<file path="src/rtl/simmem_pkg.sv">
// Shared sizing constants and slot lifecycle encoding for the write-response
// release path of the memory simulator.
package simmem_pkg;

  localparam int WriteRespBankCapacity  = 16;
  localparam int WriteRespBankAddrWidth = $clog2(WriteRespBankCapacity);
  localparam int DelayWidth             = 8;

  typedef enum logic [1:0] {
    SlotIdle,
    SlotCounting,
    SlotExpired,
    SlotGranted
  } slot_state_e;

endpackage

</file>
<file path="src/rtl/simmem_rr_arbiter.sv">
// Combinational round-robin picker: the first requester at or above ptr wins,
// wrapping modulo N.
module simmem_rr_arbiter #(
  parameter int N = simmem_pkg::WriteRespBankCapacity
) (
  input  logic [N-1:0]         req,
  input  logic [$clog2(N)-1:0] ptr,
  output logic [N-1:0]         gnt_onehot,
  output logic [$clog2(N)-1:0] gnt_idx,
  output logic                 gnt_valid
);

  localparam int IdxWidth = $clog2(N);

  // The sum is one bit wider so the modulo also holds when N is not a power of two.
  logic [IdxWidth:0]   sum;
  logic [IdxWidth-1:0] cand;

  always_comb begin
    gnt_onehot = '0;
    gnt_idx    = '0;
    gnt_valid  = 1'b0;
    sum        = '0;
    cand       = '0;
    for (int k = 0; k < N; k++) begin
      sum = {1'b0, ptr} + (IdxWidth+1)'(k);
      if (sum >= (IdxWidth+1)'(N)) sum = sum - (IdxWidth+1)'(N);
      cand = sum[IdxWidth-1:0];
      if (!gnt_valid && req[cand]) begin
        gnt_valid        = 1'b1;
        gnt_idx          = cand;
        gnt_onehot[cand] = 1'b1;
      end
    end
  end

endmodule

</file>
<file path="src/rtl/simmem_release_scheduler.sv">
// Per-slot countdown scheduler: counts each accepted delay down, then releases
// expired slots to the response bank one at a time in round-robin order.
module simmem_release_scheduler
  import simmem_pkg::*;
#(
  parameter int NumSlots   = WriteRespBankCapacity,
  parameter int SlotWidth  = WriteRespBankAddrWidth,
  parameter int DelayWidth = simmem_pkg::DelayWidth
) (
  input  logic                  clk_i,
  input  logic                  rst_ni,
  input  logic                  sched_valid_i,
  output logic                  sched_ready_o,
  input  logic [SlotWidth-1:0]  sched_slot_i,
  input  logic [DelayWidth-1:0] sched_delay_i,
  output logic [NumSlots-1:0]   release_en_o,
  input  logic [NumSlots-1:0]   released_onehot_i,
  output logic [NumSlots-1:0]   slot_busy_o,
  output logic                  err_o
);

  slot_state_e           state_q [NumSlots];
  slot_state_e           state_d [NumSlots];
  logic [DelayWidth-1:0] cnt_q   [NumSlots];
  logic [DelayWidth-1:0] cnt_d   [NumSlots];

  logic [NumSlots-1:0]  release_en_q;
  logic [SlotWidth-1:0] rr_ptr_q;
  logic                 err_q;

  logic [NumSlots-1:0]  expired_vec;
  logic [NumSlots-1:0]  gnt_onehot;
  logic [SlotWidth-1:0] gnt_idx;
  logic                 gnt_valid;
  logic                 ack;
  logic                 arb_en;
  logic                 accept;

  // The grant register is one-hot, so masking the acknowledge with it isolates the granted slot.
  assign ack    = |(release_en_q & released_onehot_i);
  assign arb_en = !(|release_en_q) || ack;
  assign accept = sched_valid_i && sched_ready_o;

  always_comb begin
    sched_ready_o = 1'b0;
    slot_busy_o   = '0;
    expired_vec   = '0;
    for (int i = 0; i < NumSlots; i++) begin
      slot_busy_o[i] = (state_q[i] != SlotIdle);
      expired_vec[i] = (state_q[i] == SlotExpired);
      if (sched_slot_i == SlotWidth'(i) && state_q[i] == SlotIdle) sched_ready_o = 1'b1;
    end
  end

  simmem_rr_arbiter #(
    .N(NumSlots)
  ) u_arbiter (
    .req       (expired_vec),
    .ptr       (rr_ptr_q),
    .gnt_onehot(gnt_onehot),
    .gnt_idx   (gnt_idx),
    .gnt_valid (gnt_valid)
  );

  always_comb begin
    for (int i = 0; i < NumSlots; i++) begin
      state_d[i] = state_q[i];
      cnt_d[i]   = cnt_q[i];
      case (state_q[i])
        SlotIdle: begin
          if (accept && sched_slot_i == SlotWidth'(i)) begin
            if (sched_delay_i == '0) begin
              state_d[i] = SlotExpired;
            end else begin
              state_d[i] = SlotCounting;
              cnt_d[i]   = sched_delay_i;
            end
          end
        end
        SlotCounting: begin
          // Holds at 1 on the final edge instead of wrapping through zero.
          if (cnt_q[i] == DelayWidth'(1)) state_d[i] = SlotExpired;
          else                            cnt_d[i]   = cnt_q[i] - 1'b1;
        end
        SlotExpired: begin
          if (arb_en && gnt_onehot[i]) state_d[i] = SlotGranted;
        end
        SlotGranted: begin
          if (ack && release_en_q[i]) state_d[i] = SlotIdle;
        end
        default: state_d[i] = SlotIdle;
      endcase
    end
  end

  always_ff @(posedge clk_i or negedge rst_ni) begin
    if (!rst_ni) begin
      for (int i = 0; i < NumSlots; i++) begin
        state_q[i] <= SlotIdle;
        cnt_q[i]   <= '0;
      end
    end else begin
      for (int i = 0; i < NumSlots; i++) begin
        state_q[i] <= state_d[i];
        cnt_q[i]   <= cnt_d[i];
      end
    end
  end

  // A new grant loads on the same edge that retires the previous one.
  always_ff @(posedge clk_i or negedge rst_ni) begin
    if (!rst_ni) begin
      release_en_q <= '0;
      rr_ptr_q     <= '0;
      err_q        <= 1'b0;
    end else begin
      if (arb_en) begin
        release_en_q <= gnt_valid ? gnt_onehot : '0;
        if (gnt_valid) begin
          rr_ptr_q <= (gnt_idx == SlotWidth'(NumSlots-1)) ? '0 : gnt_idx + 1'b1;
        end
      end
      if (|(released_onehot_i & ~release_en_q)) err_q <= 1'b1;
    end
  end

  assign release_en_o = release_en_q;
  assign err_o        = err_q;

endmodule

</file>
<file path="config.mk">
export PLATFORM = sky130hd
export DESIGN_NAME = simmem_release_scheduler
export DESIGN_NICKNAME = d
export VERILOG_FILES = /design/src/rtl/simmem_pkg.sv /design/src/rtl/simmem_rr_arbiter.sv /design/src/rtl/simmem_release_scheduler.sv
export SDC_FILE = /design/constraint.sdc
export NUM_CORES = 1
export LEC_CHECK = 0
export CAP_MARGIN = 20
export CORE_ASPECT_RATIO = 0.9
export CORE_MARGIN = 1
export CORE_UTILIZATION = 56
export DETAILED_ROUTE_END_ITERATION = 10
export DONT_BUFFER_PORTS = 1
export GPL_ROUTABILITY_DRIVEN = 1
export GPL_TIMING_DRIVEN = 0
export PLACE_DENSITY = 0.77
export SLEW_MARGIN = 40
export SYNTH_ARGS = -nofsm -noshare
export SYNTH_HDL_FRONTEND = slang
export SYNTH_HIERARCHICAL = 1
export SYNTH_SLANG_ARGS = --single-unit
</file>
<file path="constraint.sdc">
create_clock -name clk_i -period 5.2 [get_ports clk_i]
set_clock_uncertainty 0.05 [all_clocks]
set_input_delay 0.52 -clock clk_i [delete_from_list [all_inputs] [get_ports clk_i]]
set_output_delay 0.52 -clock clk_i [all_outputs]
set_load 0.02 [all_outputs]
</file>
# [After elaboration in Yosys (flattened, before gate mapping)]
# Cells that the tools add are included.
[op_classes] n_addsub=48 n_lt_le_gt_ge=48 eq_ne=176 muxes=276 bitwise=18 n_reduce_logical=199
[op_table] cell="$mux W16" n=17
[op_table] cell="$mux W8" n=33
[op_table] cell="$pmux W8 S2" n=16
[op_table] cell="$or A16 B16 Y16" n=15
[op_table] cell="$ne A2 B2 Y1 const B" n=80
[op_table] cell="$mux W4" n=33
[op_table] cell="$mux W2" n=65
[op_table] cell="$eq A8 B1 Y1 const B" n=16
[op_table] cell="$pmux W2 S4" n=16
[op_table] cell="$reduce_and A4 Y1" n=32
[op_table] cell="$sub A8 B1 Y8 const B" n=16
[op_table] cell="$logic_and A1 B1 Y1" n=96
[op_table] cell="$lt A4 B5 Y1 const B" n=16
[op_table] cell="$ge A5 B5 Y1 const B" n=15
[op_table] cell="$bmux W1 S4" n=16
[op_table] cell="$demux W1 S4" n=16
[op_table] cell="$eq A2 B2 Y1 const B" n=32
[op_table] cell="$ge A4 B1 Y1 const B" n=16
[op_table] cell="$mux W1" n=64
[op_table] cell="$reduce_bool A2 Y1" n=32
[op_table] cell="$sub A4 B1 Y4 const B" n=16
[op_table] cell="$reduce_or A16 Y1" n=3
[op_table] cell="$add A4 B4 Y5 const B" n=8
[op_table] cell="$eq A4 B4 Y1 const B" n=9
[op_table] cell="other kinds (18)" n=87
[word_totals] ff_bits=181 input_bits=31 elab_cells=800

# [Depth between registers and ports, before layout]
[depth] ltp_word=53 depth_mapped=22

# [Cells and area by module]
# Netlist, hierarchy kept.
[by_module_without_submodules] module="simmem_release_scheduler" instances=1 cells_each=1574 area_per_inst_um2=13236.4 seq_area_each_um2=4529.3
[by_module_without_submodules] module="simmem_rr_arbiter" instances=1 cells_each=664 area_per_inst_um2=4613.2 seq_area_each_um2=0.0

# [Least setup slack after synthesis]
# Ideal clock, no wire load.
[synth_path] path_type="reg2reg" from="register rr_ptr_q[1]" to="register state_q[30] (netlist bit)" setup_ps=126 arrival_ps=5176 setup_slack_ps=-152 stages_incl_launch_ff=21 n_path_buf=6 cell_sequence="dfrtp_1 buf_2 buf_2 clkbuf_1 inv_1 ha_1 buf_6 mux2_4 mux4_2 and2_4 buf_6 a2111oi_4 buf_6 nand3_4 or3_4 o221ai_2 a22oi_1 nand3_1 o21ai_0 a2111o_1 mux2i_1"
[synth_via] elab_chain_cells=53
[synth_lines] element="from (decl)" line_no="simmem_release_scheduler.sv:28" rtl="logic [SlotWidth-1:0] rr_ptr_q;"
[synth_lines] element="from (signal assigned)" line_no="simmem_release_scheduler.sv:120" rtl="rr_ptr_q <= (gnt_idx == SlotWidth'(NumSlots-1)) ? '0 : gnt_idx + 1'b1;"
[synth_lines] element="parallel branches: the longest is 49 deep, another holds $add A4 B1 Y5"
[synth_lines] element="$mux W16 *" line_no="simmem_rr_arbiter.sv:29" rtl="if (!gnt_valid && req[cand]) begin"
[synth_lines] element="via gnt_onehot[0]" line_no="simmem_release_scheduler.sv:32" rtl="logic [NumSlots-1:0] gnt_onehot;"
[synth_lines] element="$logic_and A1 B1 Y1 *" line_no="simmem_release_scheduler.sv:86" rtl="if (arb_en && gnt_onehot[i]) state_d[i] = SlotGranted;"
[synth_lines] element="$ne A2 B2 Y1 (no line) *"
[synth_lines] element="$reduce_and A4 Y1 (no line) *"
[synth_lines] element="to (signal, indexed assignment)" line_no="simmem_release_scheduler.sv:99" rtl="state_q[i] <= SlotIdle;"
[synth_lines] element="to (signal, indexed assignment)" line_no="simmem_release_scheduler.sv:104" rtl="state_q[i] <= state_d[i];"
[synth_lines] element="to (decl)" line_no="simmem_release_scheduler.sv:22" rtl="slot_state_e state_q [NumSlots];"
# Mark *: on every way through the listed nets, which the timed path passes. The select of a mux whose other input is x is not followed.
# A chain may end at the register's enable or synchronous reset.

# [Worst setup path after layout]
[layout_path] from="register rr_ptr_q[1]" to="register state_q[2] (netlist bit)"
# Same word-level chain as after synthesis.

==> results_dict.tcl <==
set metrics [dict create \
    die_h_um 171 \
    insertion_delay_ps 470 \
    ys_seq_elements 181 \
    max_clock_freq_mhz 190 \
    routed_wl_um 71300 \
    place_congestion 1.08 \
    setup-violations-final 3 \
    io_buffers 0 \
    synthFlopType "dfrtp_1" \
    die_w_um 190 \
    hpwlAfterDp_um 53300 \
    synthCells 2238 \
    grt_max_degree 182 \
    slew_viol_final 0 \
    synth_area_leaders "dfrtp_1 (25%), ha_1 (8.6%), nand2_1 (5.5%)" \
    slew-limit-headroom_pct 35.9 \
    critical-path-top-delay-family "buffers and inverters" \
    die-area_um2 32600 \
    start_util_pct 57.3 \
    via_per_inst 7.20 \
    clk_pin_slew_ps 80 \
    crit_slowest_cell "nor4_2" \
    syn_nets 2392 \
    worst-r2r-setup-slack_ps -50 \
    num_rows 61 \
    max_slew.worst_pin.slew_ps 958 \
    clockBufferDepth 2 \
    syn_avg_cell_area_um2 7.98 \
    drt_iter0_drc 2905 \
    yosysTopAreaCellShare_pct 25.4 \
    violations "negative setup slack" \
    wl_per_cell_um 26.3 \
    final_antenna_net_count 0 \
    final.setup.worst_slack_ps -53.5 \
    io_pins 65 \
    ys.warnings.count 6 \
    async_flop_share_pct 100 \
    cp-end-kind "flip-flop" \
    htreeDepth 4 \
    grt_pass1_vias 18000 \
    finalWorstPathRequiredPeriod_ps 5250 \
    yosys.area.top_type "dfrtp_1" \
    critPathRequiredTime_ps 5490 \
    status "finished, violations left" \
    crit_buf_inv 7 \
    cp-start-kind "flip-flop" \
    drtPass1Iterations 6 \
    path_cells "buf_12 > buf_8 > clkinvlp_4 > ha_4 > buf_6 > buf_2 > mux4_2 > buf_4 > mux4_2 > buf_2 > nor4_2 > a22oi_1 > nor4b_1 > o31a_1 > nand3_1 > o21ai_1 > a221o_1 > mux2i_1" \
    fin_util_pct 63.6 \
    numCtsBuffers 17 \
    finalHoldViolations 0 \
    arrival_ps 5550 \
    grt_pass1_wl_um 106000 \
    synth-edff-count 0 \
    period_share_pct 101 \
    cts_tree "done" \
    seq_area_frac_synth_pct 25.4 \
    antenna_cells 0 \
    cap_violations 0 \
    cts_sinks 181 \
    dp_worst_setup_slack_ps -1480 \
    syn_area_um2 17800 \
    drive_gt1_share_pct 12.3 \
    synthToLayoutAreaGrowth_pct 10.9 \
    path_class "flip-flop to flip-flop" \
    cp_max_fo 10 \
    antenna_found_initial 1 \
    nets 2439 \
    ys_types 114 \
    core_area_um2 31100 \
    overflow 0 \
    hold_path_class "input pin to flip-flop" \
    grt_util_all_layers_pct 43.0 \
    drc 0 \
    root_buffer "clkbuf_16" \
    cpPeakStageDelay_ps 790 \
    num_vias 19500 \
]
[area by class of cell]
cell class / instances / area [um^2]
Clock inverter: 8 / 85.1
Fill cell: 2643 / 11300
Buffer: 124 / 686
Inverter: 153 / 582
Tap cell: 409 / 512
Sequential cell: 181 / 4530
Clock buffer: 23 / 508
Multi-Input combinational cell: 1775 / 12600
Timing Repair Buffer: 33 / 289
[registers in the layout (all words and copies together) (netlist names)]
register / cells
err_o: 1
release_en_o: 16
cnt_q: 128
rr_ptr_q: 4
state_q: 32
[through the flow]
stage          setup TNS [ps]  hold WS [ps]  area [um^2]  std cells
3_5_place_dp           -56340           177        18400       2649
5_1_grt                  -176           184        19800       2706
3_3_place_gp           -63100           177        18400       2647
2_1_floorplan               0           174        17900       2238
6_report                 -103           167        19800       2706
4_1_cts                     0          63.6        19400       2689
[worst paths after layout]
path	from	end	depth (start not counted)
min	released_onehot_i[15]	err_o	2
max reg2reg	rr_ptr_q[1]	state_q[2]	18
min reg2reg	cnt_q[30]	cnt_q[30]	2
min in group asynchronous	rst_ni	rr_ptr_q[1]	2
max in group asynchronous	rst_ni	release_en_o[15]	3
max	rr_ptr_q[1]	state_q[2]	18
[layer usage]
layer	track usage, %	vias to the layer above	routed length (um)
li1	-	8475	-
met4	19.8	0	3390
met3	11.6	261	9220
met2	62.1	1407	29700
met5	0	-	0
met1	59.5	9348	29000
[layout by cell type (no fill, tap or decap), drive strengths merged, types with 9 or more instances in the layout]
cell     count
xnor2       11
o22ai       48
a211oi      11
o2bb2ai      9
nand2b      22
mux2        22
o32ai       13
ha         123
nor2b       20
clkbuf     104
mux4        28
nor3        85
a22oi       38
and2        18
a221oi      13
o2111ai     14
and3        19
nand2      263
or3         18
o22a        10
buf         75
mux2i       81
o21ai      209
or4         12
o211ai      28
nor4        42
nor3b        9
dfrtp      181
a31oi       31
a221o       14
nor2       137
a22o        15
a2111oi      9
nand4       22
inv        149
a21oi       95
o221ai      10
nand3      124
[cell families after synthesis]
logic type | share of synthesized area [%]
AND/OR/NAND/NOR | 23.3
AO/OA/AOI/OAI | 25.9
buffers and inverters | 6.53
flip-flops | 25.4
multiplexers | 9.53
adder cells (fa/ha/maj) | 8.62
XOR/XNOR | 0.827
[synth_stat cells, drive strengths merged (31+ instances only)]
cell	number
a21oi	95
a22oi	38
a31oi	31
buf	47
clkbuf	82
dfrtp	181
ha	123
inv	147
mux2i	81
nand2	263
nand3	124
nor2	137
nor3	85
nor4	42
o21ai	209
o22ai	48
[what timing repair did]
action	in CTS	in global routing
pin swaps	7	13
endpoints found under the setup margin	52	40
endpoints found under the hold margin	181	75
setup buffers	11	17
gates resized for setup	51	61
hold buffers	1	1
Power is left out: the tool's default activity adds up to more than one toggle a clock period on the data nets, which glitch-free logic cannot reach.
==> patch: new RTL, config.mk and constraints unchanged <==
`DelayWidth`: 8 -> 10.
--- a/src/rtl/simmem_pkg.sv
+++ b/src/rtl/simmem_pkg.sv
@@ -4,7 +4,7 @@
 
   localparam int WriteRespBankCapacity  = 16;
   localparam int WriteRespBankAddrWidth = $clog2(WriteRespBankCapacity);
-  localparam int DelayWidth             = 8;
+  localparam int DelayWidth             = 10;
 
   typedef enum logic [1:0] {
     SlotIdle,
Interface: changed (resized sched_delay_i); port bits go from 65 to 67. The function was not compared with the original's and may differ.
==> patch against the original RTL <==
  * The flow finishes with violations (hold timing)
  * Wire length rose by 7.4%
  * Count of clock-buffer cells in the layout grew 13
  * Worst setup slack better by 0.058 ns
  * Sequential share of layout area grew 0.84 points
  * Via count grew 10%
  * Synthesized cell count increased by 9.3%
  * Critical endpoint is now state_q[14]$_DFFE_PN0P_
  * Synthesized area rose by 11%
  * Sequential cell count rose by 32
  * Final area up 13%
  * Utilization up 0.52 points
  * Critical path type unchanged
  * Non-clock buffer count up 38
  * First-iteration DRC count is 9.3% lower
  * Highest routed layer is now met5
Power is not shown: default switching activity piles up to over one toggle a cycle in this logic, so the estimate is an artifact.
==> patch: results (changes against the original RTL) <==
* Synth Net Count at 2602 (+8.8%)
* Vias per cell at 7.13 (-0.96%)
* Largest net degree at the start of global routing at 214 (+18%)
* Inserted Clock Buffers at 26 (+9)
* Fin. Hold Viols at 213 (+213)
* WHS at -0.389 ns (-0.555 ns)
* Initial antenna violation count at 4 (+3)
* Pre-CTS setup slack at -1.67 ns (-0.186 ns)
* CP delay by family, top: simple AND/OR/NAND/NOR gates
* HPWL Detailed at 55900 µm (+4.9%)
* Mapped Cells at 2446 (+9.3%)
* Worst-Skew Late Latency at 0.58 ns (+0.11 ns)
* FILL cells at 2978 (+13%)
* Port Buffers at 0 (unchanged)
* Routed WL at 76500 µm (+7.4%)
* Number of global-route vias before repair at 20.1k (+12%)
* Clk Tree Root Cell: clkbuf_16
* First-pass iteration count of the detailed router at 8 (+2)
* Top cells by count, synth: 231 x nand2_1, 213 x dfrtp_1, 175 x o21ai_0
* Nets at 2671 (+9.5%)
* Cell variety after synth at 113 (-0.88%)
* Area after DPL at 20600 µm² (+11%)
* Rel. slew slack at 35.1% (-0.78 points)
* FFs w/ async S/R, synth at 100% (unchanged)
* Syn. warnings at 6 (unchanged)
* Tot GR Track Use at 41.0% (-2.0 points)
* Synth Flop Type: dfrtp_1
* Failing checks: hold timing
* Worst hold path type: in -> async
* Clk slew on worst S/H paths at 0.06 ns (-0.02 ns)
* Placed Cells at 2916 (+10%)
* Largest Register: cnt_q
* Clock Path Buffers at 3 (+1)
* CP Max Fanout at 10 (unchanged)
* Iteration-0 DRC Markers at 2634 (-9.3%)
* Slowest stage delay, CP at 0.58 ns (-0.21 ns)
* Sequential share of the synthesized area at 26.8% (+1.4 points)
* Cell Count, Final, Fillers Out at 3005 (+11%)
* H-tree levels at 1 (-3)
* Worst-Margin Slew at 0.973 ns (+0.0152 ns)
* Ratio of cells with drive above 1 in the final layout at 13.1% (+0.74 points)
* Top post-synthesis cells by area: dfrtp_1 27%, ha_1 7.7%, o21ai_0 4.4%
* Global-route wire length before repair at 117000 µm (+10%)
* Critical Path AT at 5.61 ns (+0.06 ns)
* Slowest cell on crit path: or4_4
* Max reg flops at 160 (+25%)
* Gpl congestion at 1.02 (-5.3%)
* Outcome: finished, violations left
==> patch: cell types whose count changed in the layout (fill, tap and decap cells not counted), sizes merged, moves of 13 or more <==
cell / change
clkbuf: +34
a31oi: +19
mux2: -16
or3: +14
buf: +18
o21ai: -21
a21oi: +32
o211ai: +13
and3: +15
o22a: +21
nor2: +26
o22ai: -17
nand2: -31
dfrtp: +32
==> patch: kinds of logic (layout without fill, tap and decap cells) <==
logic type | after synthesis | count (layout) | share of synthesized area (%)
other | 0 | 2 | 0
AOI/OAI and AO/OA | 776 | 776 | 27.6
DFF | 213 | 213 | 26.8
buffers and inverters | 314 | 401 | 6.73
and+or+nand+nor | 904 | 905 | 23.5
xor gates and xnor gates | 13 | 13 | 0.572
adders and majority gates | 123 | 123 | 7.73
muxes | 103 | 103 | 7.04
==> patch: area by class of cell <==
class                      instances  area (µm²)  area share (%)
antenna                            2        5.00          0.0223
buffer                           154         847            3.77
clock buffer                      36         758            3.37
clock inverter                    11         208           0.924
inverter                         159         609            2.71
multi-input combinational       1920       13800            61.4
sequential                       213        5330            23.7
tap                              469         587            2.61
timing repair buffer              41         322            1.43
==> patch: path summary, 6_finish.rpt <==
path	startpoint	end	slack (ns)	depth (start not counted)
max	rr_ptr_q[0]$_DFFE_PN0P_	state_q[14]$_DFFE_PN0P_	0.004	23
min	rst_ni	err_o$_DFFE_PN0P_	-0.39	0
max reg2reg	rr_ptr_q[0]$_DFFE_PN0P_	state_q[14]$_DFFE_PN0P_	0.004	23
min reg2reg	cnt_q[11]$_DFFE_PN0P_	cnt_q[11]$_DFFE_PN0P_	0.46	2
max in group asynchronous	rst_ni	rr_ptr_q[1]$_DFFE_PN0P_	4.91	0
min in group clk_i	released_onehot_i[15]	err_o$_DFFE_PN0P_	0.03	2
==> patch: per-layer routing <==
metal | vias to the layer above | GRT usage, % | share of wire, %
li1 | 9421 | - | -
met1 | 10262 | 53.3 | 38
met2 | 1408 | 62.6 | 44
met3 | 340 | 9.16 | 11
met4 | 6 | 24.3 | 6.7
met5 | - | 0 | 0.048
==> patch: metrics by stage <==
step           hold WS, ns  utilization [%]
2_1_floorplan        0.174                -
3_3_place_gp         0.195             58.4
3_5_place_dp         0.182             58.7
4_1_cts             -0.402             62.6
5_1_grt             -0.395             64.1
6_report            -0.389             64.1
==> patch: repair_timing <==
item / CTS / global route
hold endpoints to repair: 213 / 213
buffers inserted: 15 / 25
gates resized for setup: 63 / 67
setup endpoints to repair: 52 / 46
cloned: 0 / 1
pin swaps: 10 / 14
